[config.mk]
export PLATFORM = sky130hd
export DESIGN_NAME = max7219_cmd_loader
export DESIGN_NICKNAME = d
export VERILOG_FILES = /design/src/rtl/max7219_cmd_loader.sv
export SDC_FILE = /design/constraint.sdc
export NUM_CORES = 1
export LEC_CHECK = 0
export BUFFER_PORTS_ARGS = -buffer_cell sky130_fd_sc_hd__buf_2
export CAP_MARGIN = 20
export CELL_PAD_IN_SITES_DETAIL_PLACEMENT = 1
export CELL_PAD_IN_SITES_GLOBAL_PLACEMENT = 2
export CORE_ASPECT_RATIO = 1.2
export CORE_UTILIZATION = 29
export CTS_BUF_LIST = sky130_fd_sc_hd__clkbuf_2
export DETAILED_ROUTE_END_ITERATION = 8
export GPL_ROUTABILITY_DRIVEN = 1
export MAX_ROUTING_LAYER = met4
export PLACE_DENSITY_LB_ADDON = 0.1
export RECOVER_POWER = 25
export SLEW_MARGIN = 20
export SYNTH_ARGS = -nofsm -noshare
export SYNTH_HDL_FRONTEND = slang
export SYNTH_SLANG_ARGS = --single-unit
[constraint.sdc]
create_clock -name clk -period 1.85 [get_ports clk]
set_input_delay 0 -clock clk [delete_from_list [all_inputs] [get_ports clk]]
set_output_delay 0 -clock clk [all_outputs]
set_load 0.01 [all_outputs]
[src/rtl/max7219_cmd_loader.sv]
// max7219_cmd_loader: streams command words into the max7219_cmd_decod RAM and arms playback.
module max7219_cmd_loader #(
   parameter int G_RAM_ADDR_WIDTH = 8,
   parameter int G_RAM_DATA_WIDTH = 16,
   parameter int G_TIMEOUT_CNT    = 100000
) (
   input  logic                        clk,
   input  logic                        rst,
   input  logic                        i_en,
   input  logic                        i_cmd_valid,
   input  logic [G_RAM_DATA_WIDTH-1:0] i_cmd_data,
   input  logic                        i_cmd_last,
   input  logic                        i_loop_req,
   input  logic [G_RAM_ADDR_WIDTH-1:0] i_base_addr,
   output logic                        o_cmd_ready,
   output logic                        o_me,
   output logic                        o_we,
   output logic [G_RAM_ADDR_WIDTH-1:0] o_addr,
   output logic [G_RAM_DATA_WIDTH-1:0] o_wdata,
   output logic [G_RAM_ADDR_WIDTH-1:0] o_start_ptr,
   output logic [G_RAM_ADDR_WIDTH-1:0] o_last_ptr,
   output logic                        o_ptr_val,
   output logic                        o_loop,
   input  logic                        i_ptr_equality,
   input  logic                        i_discard,
   output logic                        o_busy,
   output logic                        o_frame_done,
   output logic [2:0]                  o_err
);
   localparam int AW = G_RAM_ADDR_WIDTH;
   localparam int DW = G_RAM_DATA_WIDTH;
   localparam int TW = (G_TIMEOUT_CNT > 1) ? $clog2(G_TIMEOUT_CNT) : 1;
   localparam logic [TW-1:0] TMO_MAX = TW'(G_TIMEOUT_CNT - 1);
   typedef enum logic [1:0] {IDLE, WRITE, ARM, WAIT_PLAY} state_t;
   state_t state_q, state_d;
   logic [AW-1:0] wr_ptr_q, wr_ptr_d, start_ptr_q, start_ptr_d, last_ptr_q, last_ptr_d;
   logic [AW-1:0] addr_q, addr_d, pstart_q, pstart_d, plast_q, plast_d;
   logic [AW:0] word_cnt_q, word_cnt_d;
   logic [DW-1:0] wdata_q, wdata_d;
   logic [TW-1:0] tmo_q, tmo_d;
   logic [2:0] err_q, err_d;
   logic loop_q, loop_d, ploop_q, ploop_d, me_q, me_d, ptr_val_q, ptr_val_d, done_q, done_d;
   logic accept, fin, chk;
   logic [AW-1:0] waddr;
   logic [AW:0] cnt_n;
   assign o_cmd_ready = i_en & (state_q == IDLE || state_q == WRITE);
   assign accept = o_cmd_ready & i_cmd_valid;
   assign waddr = (state_q == IDLE) ? i_base_addr : wr_ptr_q + AW'(1);
   assign cnt_n = (state_q == IDLE) ? (AW+1)'(1) : word_cnt_q + (AW+1)'(1);
   // word count only reaches bit AW when the frame hits RAM capacity
   assign fin = accept & (i_cmd_last | cnt_n[AW]);
   // the strobe cycle itself is not a response window for the decoder
   assign chk = ~ptr_val_q;
   always_comb begin
      state_d     = state_q;
      wr_ptr_d    = accept ? waddr : wr_ptr_q;
      word_cnt_d  = accept ? cnt_n : word_cnt_q;
      start_ptr_d = (accept && state_q == IDLE) ? i_base_addr : start_ptr_q;
      last_ptr_d  = fin ? waddr : last_ptr_q;
      loop_d      = fin ? (i_cmd_last & i_loop_req) : loop_q;
      me_d        = accept;
      addr_d      = accept ? waddr : addr_q;
      wdata_d     = accept ? i_cmd_data : wdata_q;
      ptr_val_d   = 1'b0;
      pstart_d    = pstart_q;
      plast_d     = plast_q;
      ploop_d     = ploop_q;
      done_d      = 1'b0;
      err_d       = {fin & ~i_cmd_last, 2'b00};
      tmo_d       = '0;
      if (accept) state_d = fin ? ARM : WRITE;
      if (i_en && state_q == ARM) begin
         ptr_val_d = 1'b1;
         pstart_d  = start_ptr_q;
         plast_d   = last_ptr_q;
         ploop_d   = loop_q;
         state_d   = WAIT_PLAY;
      end
      if (i_en && state_q == WAIT_PLAY) begin
         tmo_d = tmo_q + TW'(1);
         if (chk && i_discard) begin
            err_d[0] = 1'b1;
            state_d  = IDLE;
         end else if (chk && i_ptr_equality) begin
            done_d  = 1'b1;
            state_d = IDLE;
         end else if (tmo_q == TMO_MAX) begin
            err_d[1] = 1'b1;
            state_d  = IDLE;
         end
      end
      if (!i_en) state_d = IDLE;
   end
   always_ff @(posedge clk) begin
      if (rst) begin
         state_q     <= IDLE;
         wr_ptr_q    <= '0;
         word_cnt_q  <= '0;
         start_ptr_q <= '0;
         last_ptr_q  <= '0;
         loop_q      <= 1'b0;
         me_q        <= 1'b0;
         addr_q      <= '0;
         wdata_q     <= '0;
         ptr_val_q   <= 1'b0;
         pstart_q    <= '0;
         plast_q     <= '0;
         ploop_q     <= 1'b0;
         done_q      <= 1'b0;
         err_q       <= '0;
         tmo_q       <= '0;
      end else begin
         state_q     <= state_d;
         wr_ptr_q    <= wr_ptr_d;
         word_cnt_q  <= word_cnt_d;
         start_ptr_q <= start_ptr_d;
         last_ptr_q  <= last_ptr_d;
         loop_q      <= loop_d;
         me_q        <= me_d;
         addr_q      <= addr_d;
         wdata_q     <= wdata_d;
         ptr_val_q   <= ptr_val_d;
         pstart_q    <= pstart_d;
         plast_q     <= plast_d;
         ploop_q     <= ploop_d;
         done_q      <= done_d;
         err_q       <= err_d;
         tmo_q       <= tmo_d;
      end
   end
   assign o_me         = me_q;
   assign o_we         = me_q;
   assign o_addr       = addr_q;
   assign o_wdata      = wdata_q;
   assign o_start_ptr  = pstart_q;
   assign o_last_ptr   = plast_q;
   assign o_ptr_val    = ptr_val_q;
   assign o_loop       = ploop_q;
   assign o_busy       = (state_q != IDLE);
   assign o_frame_done = done_q;
   assign o_err        = err_q;
endmodule
; ---- Word level (Yosys, flattened, before mapping)
; Cells that the tools add are included.
[classes]
eq_ne = 4
muxes = 13
n_reduce_logical = 12
addsub = 3
n_lt_le_gt_ge = 0
multipliers = 0
div = 0
shift = 0
n_bitwise = 10
[op_table]
columns = cell, n
row1 = $add A17 B1 Y17 const B, 1
row2 = $eq A17 B17 Y1 const B, 1
row3 = $mux W2, 7
row4 = $add A9 B1 Y9 const B, 1
row5 = $mux W9, 1
row6 = $add A8 B1 Y8 const B, 1
row7 = $mux W8, 1
row8 = $and A1 B1 Y1, 5
row9 = $logic_and A1 B1 Y1, 5
row10 = $eq A2 B2 Y1 const B, 2
row11 = $mux W1, 4
row12 = $not A1 Y1, 4
row13 = $reduce_or A2 Y1, 2
row14 = $reduce_or A4 Y1, 1
row15 = $reduce_or A3 Y1, 1
row16 = $eq A2 B1 Y1 const B, 1
row17 = $logic_not A2 Y1, 1
row18 = $reduce_bool A2 Y1, 1
row19 = $logic_or A1 B1 Y1, 1
row20 = $or A1 B1 Y1, 1
[totals]
reg_bits = 92
ramBits = 0
romBits = 0
word_cells = 59
n_memories = 0
latch_bits = 0

; ---- Logic depth before layout (Yosys ltp)
; Gate-level depths: netlist of the first run.
[depth]
ltp_word = 12
ltp_mapped = 8
mapped_depth_nobuf = 6

; ---- Least setup slack after synthesis of the first run
; No wires, ideal clock.
[synth_timing]
path_type = register -> register
startpoint = register state_q[1]
endpoint = register loop_q
stages_incl_launch_ff = 8
arrival_time_ps = 1641
required_time_ps = 1722
synth_period_minus_slack_ps = 1769
setup_ps = 128
slack_ps = 81
n_path_buf = 2
cell_sequence = dfxtp_1 -> buf_6 -> nand3b_4 -> or4_4 -> o211a_4 -> buf_6 -> a32oi_1 -> nor2_1
[synth_via]
elab_chain_cells = 5
[synth_lines]
columns = item, line
row1 = start: declaration, 35  ; state_t state_q, state_d;
row2 = start signal: assignment, 113  ; state_q <= state_d;
row3 = $eq A2 B1 Y1 / $logic_not A2 Y1 (equally long branches), "46, 49"
row4 = $logic_or A1 B1 Y1, 46  ; assign o_cmd_ready = i_en & (state_q == IDLE || state_q == WRITE);
row5 = $and A1 B1 Y1, 46
row6 = $and A1 B1 Y1, 47  ; assign accept = o_cmd_ready & i_cmd_valid;
row7 = $and A1 B1 Y1 (*), 51  ; assign fin = accept & (i_cmd_last | cnt_n[AW]);
row8 = end signal: assignment, 118  ; loop_q <= loop_d;
row9 = end: declaration, 42  ; logic loop_q, loop_d, ploop_q, ploop_d, me_q, me_d, ptr_val_q, ptr_val_d, done_q, done_d;
; Every way passes the cells marked *; elsewhere a longest branch is shown, timed or not.
; A chain may end at the register's enable or synchronous reset.

; ---- Final worst setup path of the first run
[layout_timing]
startpoint = register word_cnt_q[0]
endpoint = register state_q[0]
[layout_via]
elab_chain_cells = 11
[layout_lines]
columns = item, line
row1 = start: declaration, 38  ; logic [AW:0] word_cnt_q, word_cnt_d;
row2 = start signal: assignment, 115  ; word_cnt_q <= word_cnt_d;
row3 = $add A9 B1 Y9 (*), 49  ; assign cnt_n = (state_q == IDLE) ? (AW+1)'(1) : word_cnt_q + (AW+1)'(1);
row4 = $mux W9 (*), 49
row5 = $or A1 B1 Y1 (*), 51
row6 = $and A1 B1 Y1 (*), 51
row7 = $mux W2 (*) (2 in a row), 71  ; if (accept) state_d = fin ? ARM : WRITE;
row8 = $mux W2 (*), 72  ; if (i_en && state_q == ARM) begin
row9 = $mux W2, 87  ; end else if (tmo_q == TMO_MAX) begin
row10 = $mux W2, 84  ; end else if (chk && i_ptr_equality) begin
row11 = $mux W2, 81  ; if (chk && i_discard) begin
row12 = $mux W2 (*), 79  ; if (i_en && state_q == WAIT_PLAY) begin
; Marks and branches as above.

==> flow_summary.html, run 1 <==
<table>
<tr><th>Metric</th><th>Value</th></tr>
<tr><th colspan="2">Placement</th></tr>
<tr><td>Port Buffers</td><td>around 80</td></tr>
<tr><td>Total placed cells including tap cells</td><td>a little under 700</td></tr>
<tr><td>Final weighted congestion in routability-driven placement</td><td>0.735</td></tr>
<tr><td>Worst setup slack after placement</td><td>-35.8 ps</td></tr>
<tr><td>HPWL Detailed</td><td>just over 7000 um</td></tr>
<tr><th colspan="2">Clock network</th></tr>
<tr><td>Number of levels the H-tree was split into</td><td>3</td></tr>
<tr><td>CTS tree</td><td>yes</td></tr>
<tr><td>Clock buffers created by TritonCTS</td><td>9</td></tr>
<tr><td>Worst-Skew Late Latency</td><td>between 500 and 600 ps</td></tr>
<tr><td>Sinks on Clock Net</td><td>between 90 and 100</td></tr>
<tr><td>Clock Pin Slew Worst Setup and Hold Paths</td><td>~240 ps</td></tr>
<tr><td>Root buffer selected by CTS</td><td>sky130_fd_sc_hd__clkbuf_2</td></tr>
<tr><td>Bufs on Longest Clock Path</td><td>2</td></tr>
<tr><th colspan="2">Worst setup path</th></tr>
<tr><td>Critical setup path kind</td><td>flip-flop to flip-flop</td></tr>
<tr><td>Worst Reg-to-Reg Cells</td><td>6</td></tr>
<tr><td>Crit Reg-Reg Endpoint</td><td>state_q[0]</td></tr>
<tr><td>Worst setup EP type</td><td>flip-flop</td></tr>
<tr><td>Worst Path Arrival</td><td>2260 ps</td></tr>
<tr><td>Biggest fanout along the worst timing path</td><td>7</td></tr>
<tr><td>Crit path required time</td><td>2330 ps</td></tr>
<tr><td>R2r setup slk</td><td>70 ps</td></tr>
<tr><td>Crit Reg-Reg Startpoint</td><td>word_cnt_q[0]</td></tr>
<tr><td>Critical Path Start Type</td><td>flip-flop</td></tr>
<tr><th colspan="2">Synthesis</th></tr>
<tr><td>Number of unique standard cell types used by synthesis</td><td>44</td></tr>
<tr><td>FF+latch count, synth</td><td>between 90 and 100</td></tr>
<tr><td>Syn avg cell area</td><td>roughly 8.3 sq um</td></tr>
<tr><td>Net count of the mapped netlist</td><td>477</td></tr>
<tr><td>Sequential share of the synthesized area</td><td>about half</td></tr>
<tr><td>Proportion of netlist area held by the largest area contributor</td><td>between 40 and 50%</td></tr>
<tr><td>Library cell with the largest summed area after synthesis</td><td>sky130_fd_sc_hd__dfxtp_1</td></tr>
<tr><td>Cell area after synthesis</td><td>0.00369 sq mm</td></tr>
<tr><td>YS warnings</td><td>0</td></tr>
<tr><td>Share of async-settable or async-resettable flops after synthesis</td><td>0%</td></tr>
<tr><td>Leading register cell type out of synthesis</td><td>sky130_fd_sc_hd__dfxtp_1</td></tr>
<tr><td>Area contributors post-synth</td><td>sky130_fd_sc_hd__dfxtp_1, sky130_fd_sc_hd__nand2_1, sky130_fd_sc_hd__a21oi_1, sky130_fd_sc_hd__nor2_1, sky130_fd_sc_hd__xor2_1</td></tr>
<tr><td>Post-synthesis instance total</td><td>442</td></tr>
<tr><td>Number of enable-type register cells in the synthesized netlist</td><td>0</td></tr>
<tr><th colspan="2">Timing</th></tr>
<tr><td>Final period utilization</td><td>a little over nine tenths</td></tr>
<tr><td>Number of hold violations in the final report</td><td>0</td></tr>
<tr><td>Setup TNS</td><td>0 ps</td></tr>
<tr><td>Slew headroom</td><td>roughly 55%</td></tr>
<tr><td>Maximum achievable frequency</td><td>562 MHz</td></tr>
<tr><td>Post-route clock skew</td><td>roughly 25 ps</td></tr>
<tr><td>RSZ-0062 raised after global routing</td><td>no</td></tr>
<tr><td>Count of pins over their slew limit</td><td>0</td></tr>
<tr><td>Post-route worst setup slack</td><td>about 70 ps</td></tr>
<tr><td>Final min period</td><td>around 1800 ps</td></tr>
<tr><td>Final-report setup violation count</td><td>0</td></tr>
<tr><td>Pin slew with the least headroom to its limit</td><td>between 600 and 700 ps</td></tr>
<tr><th colspan="2">Global route</th></tr>
<tr><td>Via count of the first global-routing pass</td><td>between 3000 and 4000</td></tr>
<tr><td>First-pass GRT wire length</td><td>17100 um</td></tr>
<tr><td>Maximum number of pins on one net before global-route repair</td><td>53</td></tr>
<tr><td>GR Overflow Total</td><td>0</td></tr>
<tr><td>Antenna violations before repair</td><td>0</td></tr>
<tr><td>Global router's overall resource usage</td><td>between 10% and 20%</td></tr>
<tr><th colspan="2">Worst hold path</th></tr>
<tr><td>Min-delay src</td><td>i_discard</td></tr>
<tr><td>Cell count of the worst hold path</td><td>3</td></tr>
<tr><td>Kind of path behind the tightest hold check</td><td>input pin to flip-flop</td></tr>
<tr><td>Hold-critical path endpoint</td><td>o_frame_done</td></tr>
<tr><th colspan="2">Layout</th></tr>
<tr><td>Cell Count, Final, Fillers Out</td><td>approximately 730</td></tr>
<tr><td>Number of inserted filler cells in the final layout</td><td>1515</td></tr>
<tr><td>Final Net Count</td><td>between 500 and 600</td></tr>
<tr><td>Area Overhead vs Synth</td><td>29.7%</td></tr>
<tr><td>Final cell utilization of the core</td><td>roughly 39%</td></tr>
<tr><td>Final antenna diode count</td><td>0</td></tr>
<tr><td>Proportion of layout cells with a drive suffix above 1</td><td>between 10% and 20%</td></tr>
<tr><th colspan="2">Detailed routing</th></tr>
<tr><td>Detailed router's first-iteration violation count</td><td>66</td></tr>
<tr><td>Final WL</td><td>10400 um</td></tr>
<tr><td>Total iterations of the first detailed-routing run</td><td>4</td></tr>
<tr><td>Final routed wire length divided by cell count</td><td>~14 um</td></tr>
<tr><td>Count of antenna-violating nets left after detailed routing</td><td>0</td></tr>
<tr><td>Via count of the routed design</td><td>3413</td></tr>
<tr><td>Vias per Instance</td><td>4.69</td></tr>
<tr><td>Drt drc</td><td>0</td></tr>
<tr><th colspan="2">Pwr</th></tr>
<tr><td>Power per cell area</td><td>~720 mW/mm^2</td></tr>
<tr><td>Worst ir drop on vdd</td><td>about 0.34 mV</td></tr>
<tr><td>Static power due to leakage</td><td>1.83 nW</td></tr>
<tr><td>Post-layout power</td><td>about 0.0034 W</td></tr>
<tr><th colspan="2">Die</th></tr>
<tr><td>Initial standard-cell utilization of the core</td><td>slightly above 30%</td></tr>
<tr><td>Placeable core region</td><td>between 0.01 and 0.015 sq mm</td></tr>
<tr><td>Total die area</td><td>roughly 0.013 sq mm</td></tr>
<tr><td>Number of cell rows</td><td>44</td></tr>
<tr><td>I/O Pins</td><td>82</td></tr>
<tr><td>Die Wd</td><td>105 um</td></tr>
<tr><td>Height of the die</td><td>about 130 um</td></tr>
<tr><th colspan="2">Status</th></tr>
<tr><td>Status</td><td>completed</td></tr>
<tr><th colspan="2">Job</th></tr>
<tr><td># Max-Cap Violations</td><td>0</td></tr>
</table>
==> where the power goes <==
group / total, W / leakage [nW] / switching, W / internal [W]
sequential: 0.00206 / 0.747 / 0.0000306 / 0.00203
combinational: 0.000366 / 1.01 / 0.000201 / 0.000165
clock: 0.00102 / 0.0715 / 0.000707 / 0.000309
==> Yosys cell counts (3+ instances only) <==
library cell,count
sky130_fd_sc_hd__nor2_1,49
sky130_fd_sc_hd__dfxtp_1,92
sky130_fd_sc_hd__nand4_1,4
sky130_fd_sc_hd__o21ai_0,8
sky130_fd_sc_hd__a21oi_1,50
sky130_fd_sc_hd__ha_1,3
sky130_fd_sc_hd__nand3b_1,3
sky130_fd_sc_hd__or3_1,4
sky130_fd_sc_hd__mux2i_1,6
sky130_fd_sc_hd__nand3_1,12
sky130_fd_sc_hd__and3_1,4
sky130_fd_sc_hd__nand2_1,114
sky130_fd_sc_hd__clkbuf_1,19
sky130_fd_sc_hd__inv_1,5
sky130_fd_sc_hd__buf_2,3
sky130_fd_sc_hd__xor2_1,16
sky130_fd_sc_hd__nor3_1,4
sky130_fd_sc_hd__xnor2_1,11
==> registers in the layout (all words and copies together) (netlist names), 2 cells and up <==
signal and flops:
tmo_q 17, word_cnt_q 9, o_wdata 16, o_addr 8, state_q 2, o_start_ptr 8
last_ptr_q 8, o_err 3, start_ptr_q 8, o_last_ptr 8
==> timing repair <==
action	CTS	global route
pin swaps	1	3
setup buffers	2	0
hold buffers	31	0
endpoints found under the hold margin	72	0
cloned	1	0
setup endpoints to repair	2	9
gates resized for setup	2	10
==> critical path: stages, from the launching register on <==
cell and delay [ps]:
sky130_fd_sc_hd__dfxtp_4 420, sky130_fd_sc_hd__ha_4 150, sky130_fd_sc_hd__nand3_4 80, sky130_fd_sc_hd__or4_4 580
sky130_fd_sc_hd__o211a_4 210, sky130_fd_sc_hd__buf_4 150, sky130_fd_sc_hd__o311a_1 110
==> cell families (layout without fill, tap and decap cells) <==
kind of cell	after synthesis	in the layout	share of synthesized area, %
adder cells (fa/ha/maj)	3	3	1.02
AND/OR/NAND/NOR	213	213	25.8
AO/OA/AOI/OAI	71	72	11.6
multiplexers	6	6	1.63
XOR/XNOR	27	27	6.41
buffers and inverters	30	154	3.66
flip-flops	92	92	49.9
==> routing by layer <==
| layer | up-vias | share of wire, % | GRT usage, % |
|---|---|---|---|
| met5 | - | 0 | - |
| met4 | 0 | 1.5 | 7.21 |
| met3 | 12 | 3.0 | 2.71 |
| met2 | 44 | 52 | 29.7 |
| met1 | 1646 | 43 | 19.1 |
| li1 | 1711 | - | - |
==> per-stage QoR <==
| step | hold WS, ps | area (sq um) |
|---|---|---|
| after floorplan | 76.4 | 3690 |
| after global placement | 195 | 4330 |
| after detailed placement | 201 | 4330 |
| after CTS | 82.9 | 4780 |
| after global routing | 100 | 4780 |
| final | 148 | 4780 |
==> placed cells by master (no fill, tap or decap), drive strengths merged, types with 2 or more instances in the layout <==
| cell type | count |
|---|---|
| nand2 | 114 |
| dfxtp | 92 |
| buf | 68 |
| a21oi | 50 |
| nor2 | 50 |
| clkbuf | 43 |
| dlygate4sd3 | 31 |
| xor2 | 16 |
| nand3 | 12 |
| xnor2 | 11 |
| o21ai | 8 |
| inv | 7 |
| mux2i | 6 |
| nand4 | 4 |
| and3 | 4 |
| nor3 | 4 |
| or3 | 4 |
| nand3b | 4 |
| clkinv | 4 |
| ha | 3 |
| nor4 | 2 |
| and4 | 2 |
| nor3b | 2 |
| o21bai | 2 |
| o31ai | 2 |
| a311oi | 2 |
| o41ai | 2 |
| nand2b | 2 |
| nor4b | 2 |
| or4 | 2 |
| o211a | 2 |
==> worst max-delay path by stage <==
stage	from	end	slack [ps]	cells after the start
finish	word_cnt_q[0]	state_q[0]	70	6
global route	state_q[1]	state_q[0]	10	5
CTS	word_cnt_q[1]	last_ptr_q[5]	3	5
detailed placement	word_cnt_q[0]	last_ptr_q[5]	-40	5
global placement	word_cnt_q[0]	last_ptr_q[7]	80	5
floorplan	state_q[1]	loop_q	80	7
==> area by class of cell <==
type | count | area (sq um) | area share, %
Clock buffer | 9 | 45.0 | 0.941
Clock inverter | 7 | 65.1 | 1.36
Inverter | 5 | 18.8 | 0.392
Multi-Input combinational cell | 321 | 1760 | 36.8
Sequential cell | 92 | 1850 | 38.7
Tap cell | 161 | 201 | 4.21
Timing Repair Buffer | 133 | 843 | 17.6
Power figures use the tool's default switching activity.
==> run 2, diff against run 1 <==
--- a/config.mk
+++ b/config.mk
@@ -15,7 +15,7 @@
 export DETAILED_ROUTE_END_ITERATION = 8
 export GPL_ROUTABILITY_DRIVEN = 1
 export MAX_ROUTING_LAYER = met4
-export PLACE_DENSITY_LB_ADDON = 0.1
+export PLACE_DENSITY = 0.87
 export RECOVER_POWER = 25
 export SLEW_MARGIN = 20
 export SYNTH_ARGS = -nofsm -noshare
==> flow_summary.html, run 2 (synthesized netlist as in run 1, its figures left out) <==
<table>
<tr><th>Metric</th><th>Value</th></tr>
<tr><th colspan="2">Status</th></tr>
<tr><td>Status</td><td>completed</td></tr>
<tr><th colspan="2">Layout</th></tr>
<tr><td>Register with the highest flop count</td><td>tmo_q</td></tr>
<tr><td>Cell Count, Final, Fillers Out</td><td>741 (+1.8%)</td></tr>
<tr><td>Most used cells in the layout excluding fill and tap cells</td><td>sky130_fd_sc_hd__nand2_1, sky130_fd_sc_hd__dfxtp_1, sky130_fd_sc_hd__buf_2, sky130_fd_sc_hd__a21oi_1, sky130_fd_sc_hd__nor2_1</td></tr>
<tr><td>Final Net Count</td><td>609 (+2.0%)</td></tr>
<tr><td>Flip-flop count of the largest register, all copies and words added</td><td>17 (unchanged)</td></tr>
<tr><td>Most common cell after layout, fill and taps aside</td><td>sky130_fd_sc_hd__nand2_1</td></tr>
<tr><td>Area Overhead vs Synth</td><td>34.6%</td></tr>
<tr><td>Proportion of layout cells with a drive suffix above 1</td><td>17.4% (+0.16 points)</td></tr>
<tr><th colspan="2">Detailed routing</th></tr>
<tr><td>Count of antenna-violating nets left after detailed routing</td><td>0 (unchanged)</td></tr>
<tr><td>Via count of the routed design</td><td>3535 (+3.6%)</td></tr>
<tr><td>Final routed wire length divided by cell count</td><td>14.8 um (+4.0%)</td></tr>
<tr><td>Vias per Instance</td><td>4.77 (+1.8%)</td></tr>
<tr><td>Drt drc</td><td>0 (unchanged)</td></tr>
<tr><td>Total iterations of the first detailed-routing run</td><td>4 (unchanged)</td></tr>
<tr><td>Detailed router's first-iteration violation count</td><td>83 (+26%)</td></tr>
<tr><td>Final WL</td><td>11000 um (+5.9%)</td></tr>
<tr><th colspan="2">Timing</th></tr>
<tr><td>Final period utilization</td><td>97.3% (+1.1 points)</td></tr>
<tr><td>Slew headroom</td><td>44.8% (-11 points)</td></tr>
<tr><td>RSZ-0062 raised after global routing</td><td>yes</td></tr>
<tr><td>Number of hold violations in the final report</td><td>0 (unchanged)</td></tr>
<tr><td>Maximum achievable frequency</td><td>556 MHz (-1.1%)</td></tr>
<tr><td>Count of pins over their slew limit</td><td>0 (unchanged)</td></tr>
<tr><td>Final-report setup violation count</td><td>0 (unchanged)</td></tr>
<tr><td>Pin slew with the least headroom to its limit</td><td>828 ps (+160 ps)</td></tr>
<tr><td>Setup TNS</td><td>0 ps (unchanged)</td></tr>
<tr><td>Final min period</td><td>1800 ps (+20.1 ps)</td></tr>
<tr><td>Post-route clock skew</td><td>49.5 ps (+24.8 ps)</td></tr>
<tr><th colspan="2">Die</th></tr>
<tr><td>I/O Pins</td><td>82 (unchanged)</td></tr>
<tr><td>Number of cell rows</td><td>44 (unchanged)</td></tr>
<tr><td>Height of the die</td><td>126 um (unchanged)</td></tr>
<tr><td>Placeable core region</td><td>0.0122 sq mm (unchanged)</td></tr>
<tr><td>Die Wd</td><td>105 um (unchanged)</td></tr>
<tr><td>Initial standard-cell utilization of the core</td><td>30.2% (unchanged)</td></tr>
<tr><td>Total die area</td><td>0.0132 sq mm (unchanged)</td></tr>
<tr><th colspan="2">Worst setup path</th></tr>
<tr><td>Worst setup path end</td><td>last_ptr_q[5]</td></tr>
<tr><td>Crit. Startpoint</td><td>word_cnt_q[1]</td></tr>
<tr><td>R2r setup slk</td><td>50 ps (-20 ps)</td></tr>
<tr><td>Crit path required time</td><td>2380 ps (+50 ps)</td></tr>
<tr><td>Worst Reg-to-Reg Cells</td><td>5 (-1)</td></tr>
<tr><td>Crit Reg-Reg Endpoint</td><td>last_ptr_q[5]</td></tr>
<tr><td>Worst Path Arrival</td><td>2330 ps (+70 ps)</td></tr>
<tr><td>Crit Reg-Reg Startpoint</td><td>word_cnt_q[1]</td></tr>
<tr><td>Critical setup path kind</td><td>flip-flop to flip-flop</td></tr>
<tr><td>Biggest fanout along the worst timing path</td><td>7 (unchanged)</td></tr>
<tr><td>Worst setup EP type</td><td>flip-flop</td></tr>
<tr><td>Critical Path Start Type</td><td>flip-flop</td></tr>
<tr><th colspan="2">Clock network</th></tr>
<tr><td>Sinks on Clock Net</td><td>92 (unchanged)</td></tr>
<tr><td>Clock buffers created by TritonCTS</td><td>9 (unchanged)</td></tr>
<tr><td>Root buffer selected by CTS</td><td>sky130_fd_sc_hd__clkbuf_2</td></tr>
<tr><td>Bufs on Longest Clock Path</td><td>2 (unchanged)</td></tr>
<tr><td>Clock Pin Slew Worst Setup and Hold Paths</td><td>280 ps (+40 ps)</td></tr>
<tr><td>CTS tree</td><td>yes</td></tr>
<tr><td>Number of levels the H-tree was split into</td><td>3 (unchanged)</td></tr>
<tr><td>Worst-Skew Late Latency</td><td>610 ps (+40 ps)</td></tr>
<tr><td>Post-CTS setup repair buffer count</td><td>0 (-2)</td></tr>
<tr><th colspan="2">Pwr</th></tr>
<tr><td>Logic pwr share</td><td>10.9% (+0.3 points)</td></tr>
<tr><td>Pint</td><td>0.00257 W (+2.4%)</td></tr>
<tr><td>Worst ir drop on vdd</td><td>0.276 mV (-20%)</td></tr>
<tr><td>Switch Pwr</td><td>0.00104 W (+11%)</td></tr>
<tr><td>Power per cell area</td><td>727 mW/mm^2 (+1.0%)</td></tr>
<tr><td>Relative contribution of the clock network to total power</td><td>31.8% (+2.3 points)</td></tr>
<tr><td>Proportion of total power due to net switching</td><td>28.9% (+1.7 points)</td></tr>
<tr><td>Static power due to leakage</td><td>1.95 nW (+6.4%)</td></tr>
<tr><td>Share of power burned in registers</td><td>57.3% (-2.6 points)</td></tr>
<tr><th colspan="2">Placement</th></tr>
<tr><td>Total placed cells including tap cells</td><td>675 (-0.44%)</td></tr>
<tr><td>HPWL Detailed</td><td>7110 um (about the same)</td></tr>
<tr><td>Final weighted congestion in routability-driven placement</td><td>0.782 (+6.5%)</td></tr>
<tr><td>Port Buffers</td><td>81 (unchanged)</td></tr>
<tr><th colspan="2">Global route</th></tr>
<tr><td>Via count of the first global-routing pass</td><td>3643 (+6.0%)</td></tr>
<tr><td>Global router's overall resource usage</td><td>17.5% (+0.49 points)</td></tr>
<tr><td>Maximum number of pins on one net before global-route repair</td><td>38 (-28%)</td></tr>
<tr><td>GR Overflow Total</td><td>0 (unchanged)</td></tr>
<tr><td>Antenna violations before repair</td><td>1 (+1)</td></tr>
<tr><td>First-pass GRT wire length</td><td>17600 um (+3.0%)</td></tr>
<tr><th colspan="2">Job</th></tr>
<tr><td># Max-Cap Violations</td><td>0 (unchanged)</td></tr>
<tr><th colspan="2">Worst hold path</th></tr>
<tr><td>Kind of path behind the tightest hold check</td><td>input pin to flip-flop</td></tr>
</table>
==> run 2: worst min-delay path by stage <==
stage / start / end / slack (ps) / cells past startpoint
floorplan: i_cmd_last / o_err[2] / 80 / 1
global placement: i_discard / o_frame_done / 190 / 2
detailed placement: i_cmd_last / o_err[2] / 210 / 2
CTS: i_discard / o_frame_done / 80 / 3
global route: i_base_addr[2] / start_ptr_q[2] / 80 / 4
finish: i_discard / o_frame_done / 130 / 3
==> run 2: metrics by stage <==
| step | instance area (sq um) | power [W] | setup slack (ps) | hold slack, ps | util, % |
|---|---|---|---|---|---|
| 6_report | 4970 | 0.00361 | 50.3 | 132 | 40.6 |
| 5_1_grt | 4970 | 0.00379 | -25.5 | 80.5 | 40.6 |
| 4_1_cts | 4920 | 0.00363 | 4.91 | 80.8 | 40.3 |
| 3_5_place_dp | 4310 | 0.00241 | 37.9 | 205 | 35.3 |
| 3_3_place_gp | 4310 | 0.00240 | 90.5 | 193 | 35.3 |
| 2_1_floorplan | 3690 | 0.00227 | 81.4 | 76.4 | - |
==> run 2: routing by layer <==
metal / vias up / wire, um / track usage [%]
met3: 13 / 375 / 3.08
met5: - / 0 / -
li1: 1735 / - / -
met2: 57 / 5860 / 31.4
met1: 1730 / 4540 / 19.2
met4: 0 / 206 / 6.63
==> run 2: area by class of cell <==
class	count	area [sq um]
fill	1534	7260
sequential	92	1850
multi-input combinational	321	1760
timing repair buffer	145	995
tap	161	201
clock inverter	7	92.6
clock buffer	9	45.0
inverter	5	18.8
antenna	1	2.50
==> run 2: power groups by stage <==
stage          clock network [W]  logic [W]  registers (W)
4_1_cts                  0.00118   0.000380        0.00207
6_report                 0.00115   0.000394        0.00207
2_1_floorplan                  0   0.000159        0.00211
3_3_place_gp                   0   0.000298        0.00210
5_1_grt                  0.00128   0.000431        0.00208
3_5_place_dp                   0   0.000307        0.00210
==> run 2: what timing repair did <==
item,4_1_cts,5_1_grt
endpoints found under the setup margin,0,14
hold endpoints to repair,87,0
resized for setup,0,13
hold buffers,47,0
==> run 2: worst max-delay path, stage by stage (launching register included) <==
cell and delay, ps:
sky130_fd_sc_hd__dfxtp_2 430, sky130_fd_sc_hd__ha_4 140, sky130_fd_sc_hd__nand3_2 80, sky130_fd_sc_hd__or4_4 580
sky130_fd_sc_hd__o211a_4 210, sky130_fd_sc_hd__o41ai_2 300
